File: config.mk
export PLATFORM = sky130hd
export DESIGN_NAME = cu_decod_pipe_flat
export DESIGN_NICKNAME = d
export VERILOG_FILES = /design/src/rtl/cu_decod_pipe_if.sv /design/src/rtl/cu_decod_pipe.sv /design/src/flat_wrapper.sv
export SDC_FILE = /design/constraint.sdc
export NUM_CORES = 1
export LEC_CHECK = 0
export BUFFER_PORTS_ARGS = -buffer_cell sky130_fd_sc_hd__buf_2
export CAP_MARGIN = 15
export CORE_MARGIN = 1.5
export CORE_UTILIZATION = 52
export DETAILED_ROUTE_END_ITERATION = 8
export HOLD_SLACK_MARGIN = 0.02
export PLACE_DENSITY_LB_ADDON = 0.25
export SLEW_MARGIN = 20
export SYNTH_ARGS = -nofsm -noshare
export SYNTH_HDL_FRONTEND = slang
export SYNTH_SLANG_ARGS = --single-unit
File: constraint.sdc
create_clock -name clk_i -period 2.1 [get_ports clk_i]
set_input_delay 0.105 -clock clk_i [delete_from_list [all_inputs] [get_ports clk_i]]
set_output_delay 0.105 -clock clk_i [all_outputs]
set_load 0.03 [all_outputs]
File: src/rtl/cu_decod_pipe_if.sv
// Decoded-instruction handshake bundle between vector decoder, decode pipe and issue logic.
// slave = pipe side (consumes *_i, drives *_o); master = the decoder/issue side around it.
interface cu_decod_pipe_if #(
    parameter int NUM_REGS      = 4,
    parameter int MVL           = 16,
    parameter int ADDRESS_WIDTH = 10,
    parameter int DEPTH         = 2
);
    localparam int RW = (NUM_REGS <= 1) ? 1 : $clog2(NUM_REGS);
    localparam int VW = (MVL <= 1) ? 1 : $clog2(MVL);
    localparam int CW = (DEPTH + 1 <= 1) ? 1 : $clog2(DEPTH + 1);

    logic                     flush_i;
    logic                     in_valid_i;
    logic                     in_ready_o;
    logic                     add_i, sub_i, load_i, store_i;
    logic [RW-1:0]            src1_i, src2_i, dst_i;
    logic [ADDRESS_WIDTH-1:0] addr_i;
    logic [VW-1:0]            vector_length_reg_i;

    logic                     out_valid_o;
    logic                     out_ready_i;
    logic                     add_o, sub_o, load_o, store_o;
    logic [RW-1:0]            src1_o, src2_o, dst_o;
    logic [ADDRESS_WIDTH-1:0] addr_o;
    logic [VW-1:0]            vector_length_reg_o;
    logic [CW-1:0]            occupancy_o;
    logic                     illegal_o;

    modport slave (
        input  flush_i, in_valid_i, add_i, sub_i, load_i, store_i,
               src1_i, src2_i, dst_i, addr_i, vector_length_reg_i, out_ready_i,
        output in_ready_o, out_valid_o, add_o, sub_o, load_o, store_o,
               src1_o, src2_o, dst_o, addr_o, vector_length_reg_o, occupancy_o, illegal_o
    );

    modport master (
        output flush_i, in_valid_i, add_i, sub_i, load_i, store_i,
               src1_i, src2_i, dst_i, addr_i, vector_length_reg_i, out_ready_i,
        input  in_ready_o, out_valid_o, add_o, sub_o, load_o, store_o,
               src1_o, src2_o, dst_o, addr_o, vector_length_reg_o, occupancy_o, illegal_o
    );
endinterface

File: src/rtl/cu_decod_pipe.sv
// Elastic DEPTH-stage decode pipe with bubble collapse, flush and illegal-opcode drop; latency DEPTH-1 edges.
// Back-pressure: in_ready_o combinationally follows the out_ready_i advance chain, so a full pipe never bubbles.
module cu_decod_pipe #(
    parameter int NUM_REGS      = 4,
    parameter int MVL           = 16,
    parameter int ADDRESS_WIDTH = 10,
    parameter int DEPTH         = 2
) (
    input logic          clk_i,
    input logic          rst_i,
    cu_decod_pipe_if.slave bus
);
    localparam int RW = (NUM_REGS <= 1) ? 1 : $clog2(NUM_REGS);
    localparam int VW = (MVL <= 1) ? 1 : $clog2(MVL);
    localparam int CW = (DEPTH + 1 <= 1) ? 1 : $clog2(DEPTH + 1);

    typedef struct packed {
        logic [3:0]               op;
        logic [RW-1:0]            src1;
        logic [RW-1:0]            src2;
        logic [RW-1:0]            dst;
        logic [ADDRESS_WIDTH-1:0] addr;
        logic [VW-1:0]            vl;
    } beat_t;

    beat_t            in_beat;
    beat_t            pay_q   [DEPTH];
    beat_t            pay_src [DEPTH];
    logic [DEPTH-1:0] v_q, v_d, adv, cap;
    logic [CW-1:0]    occ_q, occ_d;
    logic             ill_q, ill_d;
    logic             accept, legal, push;

    assign in_beat = {bus.add_i, bus.sub_i, bus.load_i, bus.store_i,
                      bus.src1_i, bus.src2_i, bus.dst_i, bus.addr_i, bus.vector_length_reg_i};

    // Advance resolves from the output stage backwards so a free slot anywhere ahead lets beats close up.
    always_comb begin
        adv            = '0;
        adv[DEPTH-1]   = v_q[DEPTH-1] & bus.out_ready_i;
        for (int k = DEPTH - 2; k >= 0; k--) begin
            adv[k] = v_q[k] & (~v_q[k+1] | adv[k+1]);
        end
    end

    always_comb begin
        legal = 1'b0;
        case (in_beat.op)
            4'b1000, 4'b0100, 4'b0010, 4'b0001: legal = 1'b1;
            default:                            legal = 1'b0;
        endcase
    end

    assign bus.in_ready_o = ~bus.flush_i & (~v_q[0] | adv[0]);
    assign accept         = bus.in_valid_i & bus.in_ready_o;
    assign push           = accept & legal;

    always_comb begin
        pay_src[0] = in_beat;
        cap[0]     = push;
        for (int k = 1; k < DEPTH; k++) begin
            pay_src[k] = pay_q[k-1];
            cap[k]     = adv[k-1] & ~bus.flush_i;
        end
        v_d   = bus.flush_i ? '0 : ((v_q & ~adv) | cap);
        occ_d = bus.flush_i ? '0 : (occ_q + CW'(push) - CW'(adv[DEPTH-1]));
        ill_d = accept & ~legal;
    end

    always_ff @(posedge clk_i or posedge rst_i) begin
        if (rst_i) begin
            v_q   <= '0;
            occ_q <= '0;
            ill_q <= 1'b0;
            for (int k = 0; k < DEPTH; k++) begin
                pay_q[k] <= '0;
            end
        end else begin
            v_q   <= v_d;
            occ_q <= occ_d;
            ill_q <= ill_d;
            for (int k = 0; k < DEPTH; k++) begin
                if (cap[k]) begin
                    pay_q[k] <= pay_src[k];
                end
            end
        end
    end

    assign bus.out_valid_o         = v_q[DEPTH-1];
    assign {bus.add_o, bus.sub_o, bus.load_o, bus.store_o} = pay_q[DEPTH-1].op;
    assign bus.src1_o              = pay_q[DEPTH-1].src1;
    assign bus.src2_o              = pay_q[DEPTH-1].src2;
    assign bus.dst_o               = pay_q[DEPTH-1].dst;
    assign bus.addr_o              = pay_q[DEPTH-1].addr;
    assign bus.vector_length_reg_o = pay_q[DEPTH-1].vl;
    assign bus.occupancy_o         = occ_q;
    assign bus.illegal_o           = ill_q;
endmodule

File: src/flat_wrapper.sv
// flat-port wrapper written by rule: the top's interface ports become plain ports
module cu_decod_pipe_flat 
#(
    parameter int NUM_REGS      = 4,
    parameter int MVL           = 16,
    parameter int ADDRESS_WIDTH = 10,
    parameter int DEPTH         = 2
)
  (clk_i, rst_i, bus_flush_i, bus_in_valid_i, bus_add_i, bus_sub_i, bus_load_i, bus_store_i, bus_src1_i, bus_src2_i, bus_dst_i, bus_addr_i, bus_vector_length_reg_i, bus_out_ready_i, bus_in_ready_o, bus_out_valid_o, bus_add_o, bus_sub_o, bus_load_o, bus_store_o, bus_src1_o, bus_src2_o, bus_dst_o, bus_addr_o, bus_vector_length_reg_o, bus_occupancy_o, bus_illegal_o);
  cu_decod_pipe_if #(.NUM_REGS(NUM_REGS), .MVL(MVL), .ADDRESS_WIDTH(ADDRESS_WIDTH), .DEPTH(DEPTH)) bus_i ();
  input logic clk_i;
  input logic rst_i;
  input wire logic [$bits(bus_i.flush_i)-1:0] bus_flush_i;
  input wire logic [$bits(bus_i.in_valid_i)-1:0] bus_in_valid_i;
  input wire logic [$bits(bus_i.add_i)-1:0] bus_add_i;
  input wire logic [$bits(bus_i.sub_i)-1:0] bus_sub_i;
  input wire logic [$bits(bus_i.load_i)-1:0] bus_load_i;
  input wire logic [$bits(bus_i.store_i)-1:0] bus_store_i;
  input wire logic [$bits(bus_i.src1_i)-1:0] bus_src1_i;
  input wire logic [$bits(bus_i.src2_i)-1:0] bus_src2_i;
  input wire logic [$bits(bus_i.dst_i)-1:0] bus_dst_i;
  input wire logic [$bits(bus_i.addr_i)-1:0] bus_addr_i;
  input wire logic [$bits(bus_i.vector_length_reg_i)-1:0] bus_vector_length_reg_i;
  input wire logic [$bits(bus_i.out_ready_i)-1:0] bus_out_ready_i;
  output wire logic [$bits(bus_i.in_ready_o)-1:0] bus_in_ready_o;
  output wire logic [$bits(bus_i.out_valid_o)-1:0] bus_out_valid_o;
  output wire logic [$bits(bus_i.add_o)-1:0] bus_add_o;
  output wire logic [$bits(bus_i.sub_o)-1:0] bus_sub_o;
  output wire logic [$bits(bus_i.load_o)-1:0] bus_load_o;
  output wire logic [$bits(bus_i.store_o)-1:0] bus_store_o;
  output wire logic [$bits(bus_i.src1_o)-1:0] bus_src1_o;
  output wire logic [$bits(bus_i.src2_o)-1:0] bus_src2_o;
  output wire logic [$bits(bus_i.dst_o)-1:0] bus_dst_o;
  output wire logic [$bits(bus_i.addr_o)-1:0] bus_addr_o;
  output wire logic [$bits(bus_i.vector_length_reg_o)-1:0] bus_vector_length_reg_o;
  output wire logic [$bits(bus_i.occupancy_o)-1:0] bus_occupancy_o;
  output wire logic [$bits(bus_i.illegal_o)-1:0] bus_illegal_o;
  assign bus_i.flush_i = bus_flush_i;
  assign bus_i.in_valid_i = bus_in_valid_i;
  assign bus_i.add_i = bus_add_i;
  assign bus_i.sub_i = bus_sub_i;
  assign bus_i.load_i = bus_load_i;
  assign bus_i.store_i = bus_store_i;
  assign bus_i.src1_i = bus_src1_i;
  assign bus_i.src2_i = bus_src2_i;
  assign bus_i.dst_i = bus_dst_i;
  assign bus_i.addr_i = bus_addr_i;
  assign bus_i.vector_length_reg_i = bus_vector_length_reg_i;
  assign bus_i.out_ready_i = bus_out_ready_i;
  assign bus_in_ready_o = bus_i.in_ready_o;
  assign bus_out_valid_o = bus_i.out_valid_o;
  assign bus_add_o = bus_i.add_o;
  assign bus_sub_o = bus_i.sub_o;
  assign bus_load_o = bus_i.load_o;
  assign bus_store_o = bus_i.store_o;
  assign bus_src1_o = bus_i.src1_o;
  assign bus_src2_o = bus_i.src2_o;
  assign bus_dst_o = bus_i.dst_o;
  assign bus_addr_o = bus_i.addr_o;
  assign bus_vector_length_reg_o = bus_i.vector_length_reg_o;
  assign bus_occupancy_o = bus_i.occupancy_o;
  assign bus_illegal_o = bus_i.illegal_o;
  cu_decod_pipe #(.NUM_REGS(NUM_REGS), .MVL(MVL), .ADDRESS_WIDTH(ADDRESS_WIDTH), .DEPTH(DEPTH)) u_core (.clk_i(clk_i), .rst_i(rst_i), .bus(bus_i));
endmodule
* Yosys cells after proc, flatten, opt, wreduce, memory -nomap -nowiden
Cells that the tools add are included.
** Operators by class
- Add/sub/neg operators :: 2
- Equality and inequality tests :: 4
- Muxes and demuxes :: 3
- Bitwise logic cells :: 16
- Reductions and logical operators :: 1
** Operators with widths (number)
- $and 1x1->1 :: 7
- $eq 4x1->1 const B :: 1
- $eq 4x2->1 const B :: 1
- $eq 4x3->1 const B :: 1
- $eq 4x4->1 const B :: 1
- $mux 2 :: 2
- $not 1->1 :: 4
- $reduce_or 4->1 :: 1
- $add 2x1->2 :: 1
- $and 2x2->2 :: 1
- $not 2->2 :: 1
- $or 1x1->1 :: 2
- $or 2x2->2 :: 1
- $sub 2x1->2 :: 1
- $mux 1 :: 1
** Storage, ports and cells
- Flip-flop bits (word level) :: 53
- Input bits :: 29
- Output and inout bits :: 29
- Word-level logic and storage cells :: 41

* Depth between registers and ports, before layout
- Depth in word-level cells :: 10
- Mapped depth :: 8
- Gate-level depth less buffers :: 6

* Worst setup path after synthesis
Ideal clock, no wire load.
- Path kind :: register to register
- Start point :: register u_core.v_q[1]
- End point :: register u_core.occ_q[0], in the netlist u_core.bus.occupancy_o[0]
- Library setup time :: 0.118 ns
- Data arrival time :: 1.830 ns
- Data required time :: 1.982 ns
- Path slack :: 0.153 ns
- Cell stages (with the launch flop) :: 8
- Buffers on the path :: 2
- Clock period less this slack :: 1.947 ns
- Path through :: dfrtp_1 > and3b_1 > or3b_1 > nor2b_2 > buf_6 > buf_12 > ha_1 > nor2b_1
** On the way
- Longest elaborated chain between the ends :: 10
- Elaborated cells between the ends (all ways) :: 11
- Classes of those cells :: 2 x add/sub; 1 x mux; 8 x bitwise
** Ends and longest elaborated chain
- start: declaration :: RTL line cu_decod_pipe.sv:29 : logic [DEPTH-1:0] v_q, v_d, adv, cap;
- start signal: assignment :: RTL line cu_decod_pipe.sv:79 : v_q <= v_d;
- $and 1x1->1 / $not 1->1 (equally long branches) :: RTL line cu_decod_pipe.sv:40, cu_decod_pipe.sv:42
- $or 1x1->1 * :: RTL line cu_decod_pipe.sv:42 : adv[k] = v_q[k] & (~v_q[k+1] | adv[k+1]);
- $and 1x1->1 * :: RTL line cu_decod_pipe.sv:42
- $or 1x1->1 * :: RTL line cu_decod_pipe.sv:54 : assign bus.in_ready_o = ~bus.flush_i & (~v_q[0] | adv[0]);
- $and 1x1->1 * :: RTL line cu_decod_pipe.sv:54
- $and 1x1->1 * :: RTL line cu_decod_pipe.sv:55 : assign accept = bus.in_valid_i & bus.in_ready_o;
- $and 1x1->1 * :: RTL line cu_decod_pipe.sv:56 : assign push = accept & legal;
- named net u_core.cap[0] :: RTL line cu_decod_pipe.sv:29
- $add 2x1->2 * :: RTL line cu_decod_pipe.sv:66 : occ_d = bus.flush_i ? '0 : (occ_q + CW'(push) - CW'(adv[DEPTH-1]));
- $sub 2x1->2 * :: RTL line cu_decod_pipe.sv:66
- $mux 2 * :: RTL line cu_decod_pipe.sv:66
- named net u_core.occ_d[0] :: RTL line cu_decod_pipe.sv:30 : logic [CW-1:0] occ_q, occ_d;
- end signal: assignment :: RTL line cu_decod_pipe.sv:73 : occ_q <= '0;
- end signal: assignment :: RTL line cu_decod_pipe.sv:80 : occ_q <= occ_d;
- end: declaration :: RTL line cu_decod_pipe.sv:30
Mark *: on every way through the listed nets, which the timed path passes. The rest lies on a longest branch.
A chain may end at the register's enable or synchronous reset.

* Final worst setup path
- Start point :: register u_core.v_q[0]
- End point :: register u_core.occ_q[0], in the netlist u_core.bus.occupancy_o[0]
** On the way
- Longest elaborated chain between the ends :: 8
- Elaborated cells between the ends (all ways) :: 9
- Classes of those cells :: 2 x add/sub; 1 x mux; 6 x bitwise
** Ends and longest elaborated chain (RTL line)
- $and 1x1->1 / $not 1->1 (equally long branches) :: cu_decod_pipe.sv:42, cu_decod_pipe.sv:54
- $or 1x1->1 * :: cu_decod_pipe.sv:54
- $and 1x1->1 * :: cu_decod_pipe.sv:54
- $and 1x1->1 * :: cu_decod_pipe.sv:55
- $and 1x1->1 * :: cu_decod_pipe.sv:56
- $add 2x1->2 * :: cu_decod_pipe.sv:66
- $sub 2x1->2 * :: cu_decod_pipe.sv:66
- $mux 2 * :: cu_decod_pipe.sv:66
- named net u_core.occ_d[0] :: cu_decod_pipe.sv:30
Marks and branches as above.

==> flow_summary.json <==
{
  "crit_path_start_kind": "register",
  "setup_crit_path_kind": "register to register",
  "setup_violations": 0,
  "synth_top_cells_by_area": "sky130_fd_sc_hd__dfrtp_1 57%, sky130_fd_sc_hd__mux2_2 15%, sky130_fd_sc_hd__mux2_4 12%, sky130_fd_sc_hd__buf_4 6.5%, sky130_fd_sc_hd__buf_12 1.7%",
  "status": "completed",
  "hold_class": "input pin to register",
  "timing.setup.tns_ns": 0,
  "placeableCoreArea_um2": 4320,
  "setup_repair_after_global_routing_missed_its_margin": "false",
  "max-slew-margin-rel": 0.573,
  "critical_path_arrival_ns": 2.08,
  "timing.rr.end": "u_core.bus.occupancy_o[0]",
  "regToRegStartpoint": "u_core.v_q[0]",
  "fp.dieArea_um2": 4870,
  "nNetsFinal": 231,
  "period_needed_ns": 1.88,
  "cp-end-kind": "register",
  "crit_required_ns": 2.30,
  "floorplan.initialDensity": 0.536,
  "via_count_of_the_first_global_routing_pass": 1362,
  "layout_worst_path_cycle_share": 0.896,
  "place_hpwl_mm": 2.64,
  "core.rowCount": 24,
  "finalWorstSetupSlack_ns": 0.218,
  "clock.fmax_ghz": 0.531,
  "leakagePower_nw": 1.40,
  "place.gp.congestion": 0.736,
  "place.port_buffers": 57,
  "synthesis.area_um2": 2320,
  "syn_area_per_cell_um2": 15.4,
  "finalWirelength_mm": 3.71,
  "grt_start_max_net_pins": 54,
  "global_route_wire_length_before_repair_mm": 6.52,
  "dp_slack_ns": 0.242,
  "remaining_drc_errors": 0,
  "worst_hold_path.endpoint": "u_core.pay_q[32]",
  "clock-root-buffer": "sky130_fd_sc_hd__clkbuf_8",
  "ys_ff_latch": 53,
  "biggest_fanout_along_the_worst_timing_path": 8,
  "asyncSetResetFlopFracSynth": 1.00,
  "seq_total_area_yosys": 0.572,
  "grt_antenna_before_repair": 0,
  "drive_above_1_share": 0.597,
  "cts.htree.levels": 2,
  "synth_enable_flop_cells": 0,
  "number_of_buffers_added_by_the_clock_tree_synthesis_step": 5,
  "max_cap_violations": 0,
  "power_density_nw_per_um2": 1080,
  "detailroute.via_count": 1275,
  "die_x_um": 69.8,
  "route.detailed.vias_per_inst": 5.04,
  "ant_nets": 0,
  "irDropWorstVdd_mv": 0.420,
  "synth_commonest_cells": "53 x sky130_fd_sc_hd__dfrtp_1, 30 x sky130_fd_sc_hd__mux2_2, 20 x sky130_fd_sc_hd__buf_4",
  "synthToLayoutAreaGrowth_pct": 16.7,
  "worst_hold_path.num_cells": 2,
  "detail_route.wl_per_cell_um": 14.6,
  "count_of_warnings_emitted_by_yosys": 0,
  "detailedRoute.firstPassIterationCount": 4,
  "grt_util_all_layers": 0.171,
  "die_span_y_um": 69.8,
  "worstSkewPairLatency_ns": 0.30,
  "fin_hold_ws_ns": 0.0294,
  "synth_top_cell_area_share": 0.572,
  "r2r_slack_ns": 0.22,
  "actual_transition_at_the_worst_max_transition_pin_ns": 0.640,
  "cts_max_path_buffers": 2,
  "total_gr_overflow": 0,
  "tritoncts_clock_tree": "yes",
  "worstRegToRegCells": 6,
  "setup.worst_path.start": "u_core.v_q[0]",
  "post-synth-top-count-cell": "sky130_fd_sc_hd__dfrtp_1",
  "clk_pin_slew_worst_paths_ns": 0.09,
  "report.final.hold_viol_count": 0,
  "synth_cells": 150,
  "top_level_ports": 58,
  "synthesis.nets": 181,
  "finalMaxSlewViolations": 0,
  "min_from": "bus_addr_i[4]",
  "numClockSinks": 53,
  "post_synth_num_cell_types": 23,
  "synth_area_leader_cell": "sky130_fd_sc_hd__dfrtp_1",
  "fin_worst_skew_ns": 0.00493,
  "antennaDiodeCount": 0,
  "first_iter_violations": 44,
  "synth_top_flop_cell": "sky130_fd_sc_hd__dfrtp_1"
}
==> placed cells by master, fill, tap and decap left out <==
cell,n
sky130_fd_sc_hd__ha_1,2
sky130_fd_sc_hd__buf_12,2
sky130_fd_sc_hd__buf_4,2
sky130_fd_sc_hd__a21oi_1,1
sky130_fd_sc_hd__xnor2_1,2
sky130_fd_sc_hd__and3b_1,1
sky130_fd_sc_hd__nand2b_1,1
sky130_fd_sc_hd__nor2b_4,1
sky130_fd_sc_hd__nor2b_1,1
sky130_fd_sc_hd__inv_1,3
sky130_fd_sc_hd__xor2_1,1
sky130_fd_sc_hd__clkbuf_8,5
sky130_fd_sc_hd__bufinv_16,1
sky130_fd_sc_hd__o21ba_2,1
sky130_fd_sc_hd__o311ai_1,1
sky130_fd_sc_hd__or4b_1,2
sky130_fd_sc_hd__mux2_4,18
sky130_fd_sc_hd__or3b_1,1
sky130_fd_sc_hd__buf_2,57
sky130_fd_sc_hd__mux2_2,30
sky130_fd_sc_hd__nor2_1,3
sky130_fd_sc_hd__inv_2,1
sky130_fd_sc_hd__dlygate4sd3_1,7
sky130_fd_sc_hd__nand3b_1,1
sky130_fd_sc_hd__and2_1,1
sky130_fd_sc_hd__dfrtp_1,53
sky130_fd_sc_hd__clkinv_4,1
sky130_fd_sc_hd__clkinvlp_4,1
==> metal layers <==
metal	vias up	share of wire	global-route usage	wire length (µm)
met5	-	0	0	0
met4	0	0.013	0.0705	50
met3	6	0.057	0.0407	212
met2	38	0.50	0.279	1850
met1	642	0.43	0.221	1600
li1	589	-	-	-
==> flip-flops by register name, indices dropped and copies added (netlist names) <==
register / count
u_core.bus.addr_o: 10
u_core.bus.src2_o: 2
u_core.bus.load_o: 1
u_core.bus.occupancy_o: 2
u_core.bus.add_o: 1
u_core.pay_q: 24
u_core.bus.illegal_o: 1
u_core.bus.sub_o: 1
u_core.bus.dst_o: 2
u_core.bus.src1_o: 2
u_core.bus.vector_length_reg_o: 4
u_core.v_q: 2
u_core.bus.store_o: 1
==> repair_timing <==
| action | in CTS | in global routing |
|---|---|---|
| gates resized for setup | 0 | 0 |
| hold buffers | 4 | 3 |
| setup buffers | 0 | 0 |
| hold endpoints to repair | 58 | 3 |
==> how the worst max path moves through the flow <==
stage | to | slack (ns)
final | u_core.bus.occupancy_o[0] | 0.22
after detailed placement | u_core.bus.occupancy_o[0] | 0.24
after global routing | u_core.bus.occupancy_o[0] | 0.15
after floorplan | u_core.bus.occupancy_o[0] | 0.15
after global placement | u_core.bus.occupancy_o[0] | 0.33
after CTS | u_core.bus.occupancy_o[0] | 0.22
==> per-stage QoR <==
stage	instances	total power [mW]	instance area, µm²	util
2_1_floorplan	150	2.16	2320	-
3_3_place_gp	238	2.21	2520	0.582
3_5_place_dp	238	2.26	2520	0.582
4_1_cts	250	2.95	2670	0.618
5_1_grt	253	3.09	2700	0.625
6_report	253	2.91	2700	0.625
==> logic make-up (layout without fill, tap and decap cells) <==
kind of cell,after synthesis,in the layout,synth area share
AOI/OAI and AO/OA,3,3,0.0103
xor gates and xnor gates,3,3,0.0113
adders and majority gates,2,2,0.0108
buffers and inverters,29,80,0.0967
DFF,53,53,0.572
muxes,48,48,0.262
and+or+nand+nor,12,12,0.0362
==> critical path: stages (launching register included) <==
cell and delay (ns):
sky130_fd_sc_hd__dfrtp_1 0.41, sky130_fd_sc_hd__and3b_1 0.22, sky130_fd_sc_hd__or3b_1 0.42, sky130_fd_sc_hd__nor2b_4 0.17, sky130_fd_sc_hd__buf_4 0.19, sky130_fd_sc_hd__ha_1 0.24
sky130_fd_sc_hd__nor2b_1 0.13
==> where the power goes <==
group | switching [mW] | leakage [nW] | internal, mW | total, mW
logic | 0.438 | 0.675 | 0.381 | 0.819
clock network | 0.323 | 0.0543 | 0.357 | 0.680
registers | 0.131 | 0.674 | 1.28 | 1.41
==> area by class of cell <==
class,count,area [µm²]
inverter,4,15.0
clock inverter,3,46.3
timing repair buffer,68,410
tap,52,65.1
clock buffer,5,68.8
fill,339,1620
sequential,53,1330
multi-input combinational,68,772
Power figures use the tool's default switching activity.
